===== config.mk =====
export PLATFORM = sky130hd
export DESIGN_NAME = serial_sub_ctrl
export DESIGN_NICKNAME = d
export VERILOG_FILES = /design/src/rtl/serial_sub_pkg.sv /design/src/rtl/serial_sub_cell.sv /design/src/rtl/serial_sub_ctrl.sv
export SDC_FILE = /design/constraint.sdc
export NUM_CORES = 1
export LEC_CHECK = 0
export ABC_AREA = 1
export CAP_MARGIN = 20
export CELL_PAD_IN_SITES_DETAIL_PLACEMENT = 0
export CELL_PAD_IN_SITES_GLOBAL_PLACEMENT = 1
export CORE_UTILIZATION = 35
export DETAILED_ROUTE_END_ITERATION = 10
export GPL_TIMING_DRIVEN = 0
export PLACE_DENSITY_LB_ADDON = 0.1
export SLEW_MARGIN = 10
export SYNTH_ARGS = -nofsm -noshare
export SYNTH_HDL_FRONTEND = slang
export SYNTH_SLANG_ARGS = --single-unit

===== constraint.sdc =====
create_clock -name clock -period 1.5 [get_ports clock]
set_clock_uncertainty 0.1 [all_clocks]
set_input_delay 0.15 -clock clock [delete_from_list [all_inputs] [get_ports clock]]
set_output_delay 0.15 -clock clock [all_outputs]
set_load 0.005 [all_outputs]

===== src/rtl/serial_sub_pkg.sv =====
// rtl/serial_sub_pkg.sv - shared types and constants for the serial subtractor
//
// Purpose : sequencer state encoding and the carry preset value.
// Ports   : none (package).
package serial_sub_pkg;

   typedef enum logic [1:0] {
      IDLE  = 2'd0,
      SHIFT = 2'd1,
      DONE  = 2'd2
   } state_t;

   // A - B is computed as A + ~B + 1, so the carry starts at 1.
   localparam logic CARRY_INIT = 1'b1;

endpackage


===== src/rtl/serial_sub_cell.sv =====
// rtl/serial_sub_cell.sv - 1-bit serial subtract cell with carry flop
//
// Purpose : full adder on (a, ~b, carry) with its carry flop.
// Ports   : clock, reset_b    - clock, async active-low reset
//           shift_en          - advance the carry by one bit
//           preset            - reload the carry with CARRY_INIT
//           a_bit, b_bit      - current operand LSBs
//           diff_bit          - difference bit for this position
//           carry_next        - carry that will be stored on this edge
module serial_sub_cell (
   input  logic clock,
   input  logic reset_b,
   input  logic shift_en,
   input  logic preset,
   input  logic a_bit,
   input  logic b_bit,
   output logic diff_bit,
   output logic carry_next
);
   import serial_sub_pkg::*;

   logic b_inv;
   logic carry_q;
   logic carry_d;

   assign b_inv      = ~b_bit;
   assign diff_bit   = a_bit ^ b_inv ^ carry_q;
   assign carry_next = (a_bit & b_inv) | (a_bit & carry_q) | (b_inv & carry_q);

   always_comb begin
      carry_d = carry_q;
      if (preset) begin
         carry_d = CARRY_INIT;
      end else if (shift_en) begin
         carry_d = carry_next;
      end
   end

   always_ff @(posedge clock or negedge reset_b) begin
      if (!reset_b) begin
         carry_q <= CARRY_INIT;
      end else begin
         carry_q <= carry_d;
      end
   end

endmodule


===== src/rtl/serial_sub_ctrl.sv =====
// rtl/serial_sub_ctrl.sv - sequencer for a bit-serial two's-complement subtractor
//
// Purpose : accepts (A, B), shifts WIDTH bits LSB-first through serial_sub_cell,
//           then presents A - B, unsigned borrow and magnitude.
// Option  : SERIAL_SUB_OVF_EN builds the signed overflow flag; otherwise 0.
// Ports   : clock, reset_b     - clock, async active-low reset
//           start_i, a_i, b_i  - request and operands (sampled in IDLE)
//           busy_o             - accept cycle through done cycle
//           shift_en_o         - high for exactly WIDTH cycles per operation
//           done_o             - one-cycle result strobe
//           diff_o, negative_o, magnitude_o, overflow_o - held results
module serial_sub_ctrl #(
   parameter int WIDTH = 8
) (
   input  logic             clock,
   input  logic             reset_b,
   input  logic             start_i,
   input  logic [WIDTH-1:0] a_i,
   input  logic [WIDTH-1:0] b_i,
   output logic             busy_o,
   output logic             shift_en_o,
   output logic             done_o,
   output logic [WIDTH-1:0] diff_o,
   output logic             negative_o,
   output logic [WIDTH-1:0] magnitude_o,
   output logic             overflow_o
);
   import serial_sub_pkg::*;

   localparam int CNT_W = $clog2(WIDTH + 1);

   state_t             state_q, state_d;
   logic [CNT_W-1:0]   cnt_q, cnt_d;
   logic [WIDTH-1:0]   a_q, a_d;
   logic [WIDTH-1:0]   b_q, b_d;
   logic [WIDTH-1:0]   res_q, res_d;
   logic               busy_q, busy_d;
   logic               shift_en_q, shift_en_d;
   logic               done_q, done_d;
   logic [WIDTH-1:0]   diff_q, diff_d;
   logic               neg_q, neg_d;
   logic [WIDTH-1:0]   mag_q, mag_d;

   logic               accept;
   logic               last_shift;
   logic               diff_bit;
   logic               carry_next;
   logic [WIDTH-1:0]   res_next;

   assign accept     = (state_q == IDLE) && start_i;
   assign last_shift = (state_q == SHIFT) && (cnt_q == CNT_W'(WIDTH - 1));
   // Result fills from the MSB end so after WIDTH shifts bit 0 is the LSB.
   assign res_next   = {diff_bit, res_q[WIDTH-1:1]};

   serial_sub_cell u_cell (
      .clock      (clock),
      .reset_b    (reset_b),
      .shift_en   (shift_en_q),
      .preset     (accept),
      .a_bit      (a_q[0]),
      .b_bit      (b_q[0]),
      .diff_bit   (diff_bit),
      .carry_next (carry_next)
   );

   always_comb begin
      state_d    = state_q;
      cnt_d      = cnt_q;
      a_d        = a_q;
      b_d        = b_q;
      res_d      = res_q;
      busy_d     = busy_q;
      shift_en_d = shift_en_q;
      done_d     = 1'b0;
      diff_d     = diff_q;
      neg_d      = neg_q;
      mag_d      = mag_q;
      case (state_q)
         IDLE: begin
            if (start_i) begin
               a_d        = a_i;
               b_d        = b_i;
               res_d      = '0;
               cnt_d      = '0;
               busy_d     = 1'b1;
               shift_en_d = 1'b1;
               state_d    = SHIFT;
            end
         end
         SHIFT: begin
            a_d   = a_q >> 1;
            b_d   = b_q >> 1;
            res_d = res_next;
            cnt_d = cnt_q + CNT_W'(1);
            if (last_shift) begin
               // Results are loaded on the final shift edge so they are
               // valid in the same cycle as done_o.
               shift_en_d = 1'b0;
               done_d     = 1'b1;
               diff_d     = res_next;
               neg_d      = ~carry_next;
               mag_d      = carry_next ? res_next : (~res_next + WIDTH'(1));
               state_d    = DONE;
            end
         end
         DONE: begin
            busy_d  = 1'b0;
            state_d = IDLE;
         end
         default: begin
            state_d = IDLE;
         end
      endcase
   end

   always_ff @(posedge clock or negedge reset_b) begin
      if (!reset_b) begin
         state_q    <= IDLE;
         cnt_q      <= '0;
         a_q        <= '0;
         b_q        <= '0;
         res_q      <= '0;
         busy_q     <= 1'b0;
         shift_en_q <= 1'b0;
         done_q     <= 1'b0;
         diff_q     <= '0;
         neg_q      <= 1'b0;
         mag_q      <= '0;
      end else begin
         state_q    <= state_d;
         cnt_q      <= cnt_d;
         a_q        <= a_d;
         b_q        <= b_d;
         res_q      <= res_d;
         busy_q     <= busy_d;
         shift_en_q <= shift_en_d;
         done_q     <= done_d;
         diff_q     <= diff_d;
         neg_q      <= neg_d;
         mag_q      <= mag_d;
      end
   end

`ifdef SERIAL_SUB_OVF_EN
   // Operand MSBs are shifted out of a_q/b_q, so keep a copy for the flag.
   logic a_msb_q, a_msb_d;
   logic b_msb_q, b_msb_d;
   logic ovf_q, ovf_d;

   always_comb begin
      a_msb_d = a_msb_q;
      b_msb_d = b_msb_q;
      ovf_d   = ovf_q;
      if (accept) begin
         a_msb_d = a_i[WIDTH-1];
         b_msb_d = b_i[WIDTH-1];
      end
      if (last_shift) begin
         ovf_d = (a_msb_q != b_msb_q) && (res_next[WIDTH-1] != a_msb_q);
      end
   end

   always_ff @(posedge clock or negedge reset_b) begin
      if (!reset_b) begin
         a_msb_q <= 1'b0;
         b_msb_q <= 1'b0;
         ovf_q   <= 1'b0;
      end else begin
         a_msb_q <= a_msb_d;
         b_msb_q <= b_msb_d;
         ovf_q   <= ovf_d;
      end
   end

   assign overflow_o = ovf_q;
`else
   assign overflow_o = 1'b0;
`endif

   assign busy_o      = busy_q;
   assign shift_en_o  = shift_en_q;
   assign done_o      = done_q;
   assign diff_o      = diff_q;
   assign negative_o  = neg_q;
   assign magnitude_o = mag_q;

endmodule

==> summary.txt <==
Run status
  – Run status: finished, final reports clean

Pwr
  – Switching power: 2.23 mW
  – Clock share of power: 18.3%
  – Static leakage: 1.35 nW
  – Total Power: 6.10 mW
  – Sw frac: 36.5%
  – Pwr Density: 2130 mW/mm^2
  – Sequential Power Share: 37.1%
  – Peak supply drop: 616 uV
  – Combinational share of power: 44.7%
  – Internal power: 3.87 mW

Logic synthesis
  – Post-Synth Adder-Cell Area: 2.11%
  – Xor and xnor area share after synthesis: 0.821%
  – Sequential-to-total area share from yosys stat: 57.5%
  – Cell count after synthesis: 237
  – Simple-Gate Fraction of Synth Area: 22.7%
  – Main combinational cell family by area after synthesis: simple AND/OR/NAND/NOR gates
  – Yosys warns: 0
  – Cell Area, Synth: 0.00213 sq mm
  – Yosys reg bits: 49
  – Mux cell area share after synthesis: 0%
  – Synth cell types: 24
  – Synth Net Count: 259
  – Synth Area in Compound Gates: 10.3%
  – Syn Area/Cell: 9.01 sq um

CTS
  – Clock Sinks: 49
  – Worst-skew pair later-pin latency: 0.30 ns
  – Clk slew on worst S/H paths: 0.09 ns
  – Clock root cell: clkbuf_8
  – CTS Buf Count: 5
  – H-tree depth: 2
  – Clock buffer depth: 2
  – CTS tree: built

Timing
  – Slew Limit Fails: 0
  – Hold violation count in the final report: 0
  – RSZ-0062 raised after global routing: true
  – Final worst-path setup slack: 0.0291 ns
  – F_max: 680 MHz
  – Tcrit/Tclk final: 98.1%
  – Final setup viols: 0
  – Setup TNS: 0 ns
  – Min Tclk post-route: 1.47 ns

Placement
  – Number of buffers added on ports: 38
  – GP Congestion: 0.757
  – DP Worst Slack: -0.241 ns
  – Hpwl dp: 3240 microns

Finish
  – Fill count: 596
  – Area growth from synthesis to final layout: 33.9%
  – Multi-input logic area: 791 sq um
  – Most frequent cells in the layout: nand2_1, dfrtp_1, nor2_1
  – Antenna cell count: 0
  – Layout cells sized above 1: 16.4%
  – Most frequent standard cell in the layout excluding fill and tap cells: nand2_1
  – Final #Nets: 313
  – FF+latch area: 0.00123 sq mm

Floorplanning
  – Die area: 0.00642 sq mm
  – Initial Utilization: 36.3%
  – Core Region: 0.00589 sq mm
  – # rows: 28
  – Die H: 80.1 microns
  – # IOs: 40
  – Die X: 80.1 microns

Drt
  – Total wire length: 4590 microns
  – Vias: 1664
  – WL per Instance: 12.5 microns
  – Via density: 4.53
  – DR pass1 iterations: 5
  – Residual DRC: 0
  – Initial detailed-routing violation count: 78
  – Antenna Nets Post-Route: 0

Setup path
  – Buf/Inv on CP: 1
  – Slowest CP cell: dfstp_2
  – WS Path Type: reg -> reg
  – Critical path depth: 5
  – Max FO, Critical Path: 2
  – Register-to-Register Path Depth: 5
  – Critical Path Source: u_cell.carry_q
  – Top Family by Delay on Critical Path: flip-flops
  – Worst reg2reg startpoint: u_cell.carry_q
  – Critical path capture point type: flip-flop
  – Cell Chain, Critical Path: fa_2, inv_2, nor2_1, nand2_1, nand3_1
  – CP arrival: 1.56 ns
  – Critical Path RT: 1.59 ns
  – CP startpoint kind: flip-flop
  – Crit path largest cell delay: 0.56 ns

GRT
  – GRT Overall Usage: 16.5%
  – First-pass GRT wire length: 8060 microns
  – Number of global-route vias before repair: 1676
  – Largest net degree at the start of global routing: 30
  – Initial antenna violation count: 0
  – Global route overflow: 0

Min path
  – Type of the worst min-delay path: in -> async

Run
  – Max-Cap Viols: 0
==> synthesized netlist by cell type <==
cell | n | area (sq um)
a21oi_1 | 3 | 15.0
buf_2 | 6 | 30.0
buf_4 | 3 | 22.5
buf_6 | 1 | 11.3
clkinv_1 | 1 | 3.75
conb_1 | 1 | 3.75
dfrtp_1 | 48 | 1200
dfstp_2 | 1 | 26.3
fa_1 | 1 | 20.0
ha_1 | 2 | 25.0
inv_1 | 14 | 52.6
inv_2 | 1 | 3.75
inv_4 | 2 | 12.5
nand2_1 | 54 | 203
nand2_2 | 3 | 18.8
nand2_4 | 1 | 11.3
nand3_1 | 11 | 55.1
nor2_1 | 42 | 158
nor2_2 | 1 | 6.26
nor2_4 | 3 | 33.8
o21ai_0 | 16 | 80.1
o21ai_1 | 1 | 5.00
o22ai_1 | 19 | 119
xor2_1 | 2 | 17.5
==> metrics by stage <==
| step | hold WS [ns] | util [%] | instances | instance area (sq um) |
|---|---|---|---|---|
| after global routing | 0.282 | 48.6 | 367 | 2860 |
| after detailed placement | 0.0486 | 44.6 | 351 | 2620 |
| after CTS | 0.256 | 47.5 | 362 | 2790 |
| after global placement | 0.358 | 44.3 | 350 | 2610 |
| after floorplan | -0.246 | - | 237 | 2130 |
| final | 0.234 | 48.6 | 367 | 2860 |
==> kinds of logic (layout without fill, tap and decap cells) <==
kind of cell / Yosys count / after routing
buffers and inverters: 28 / 83
AOI/OAI and AO/OA: 39 / 39
adders and majority gates: 3 / 3
and+or+nand+nor: 115 / 115
DFF: 49 / 49
other: 1 / 1
xor gates and xnor gates: 2 / 2
==> power by group through the flow <==
stage | logic (mW) | registers, mW | clock network [mW]
6_report | 2.72 | 2.26 | 1.11
5_1_grt | 3.14 | 2.34 | 1.20
4_1_cts | 2.59 | 2.27 | 1.15
3_5_place_dp | 2.48 | 2.30 | 0
3_3_place_gp | 2.46 | 2.28 | 0
2_1_floorplan | 1.55 | 2.25 | 0
==> metal layers <==
metal | wire (microns) | GRT usage (%) | vias up
met5 | 0 | 0 | -
met4 | 53 | 4.29 | 0
met3 | 136 | 3.75 | 5
met2 | 2190 | 28.0 | 30
met1 | 2210 | 21.1 | 763
li1 | - | - | 866
==> repair_timing <==
action / 4_1_cts / 5_1_grt
gates resized for setup: 7 / 12
buffers inserted: 2 / 5
hold endpoints to repair: 20 / 0
pin swaps: 1 / 1
hold buffers: 1 / 0
endpoints found under the setup margin: 7 / 18
==> cell type report <==
class                           count  share of cell area (%)
Sequential cell                    49                    43.0
Timing Repair Buffer               47                    16.0
Inverter                           18                    2.71
Buffer                             10                    2.71
Clock buffer                        5                    2.41
Clock inverter                      3                    2.28
Multi-Input combinational cell    160                    27.7
Tap cell                           75                    3.28
==> worst paths after layout <==
path	to	slack, ns
worst max-delay path	magnitude_o[7]	0.03
worst min-delay path	diff_o[1]	0.23
worst max register to register	magnitude_o[7]	0.03
worst min register to register	a_q[7]	0.38
max in group asynchronous	u_cell.carry_q	0.46
min in group clock	a_q[7]	0.29
==> sequential cells by signal, summed over array words and instances (netlist names) <==
name	flops
a_q	8
b_q	8
diff_o	8
magnitude_o	7
res_q	7
cnt_q	4
state_q	2
busy_o	1
done_o	1
negative_o	1
shift_en_o	1
u_cell.carry_q	1
(Power assumes the default switching activity.)
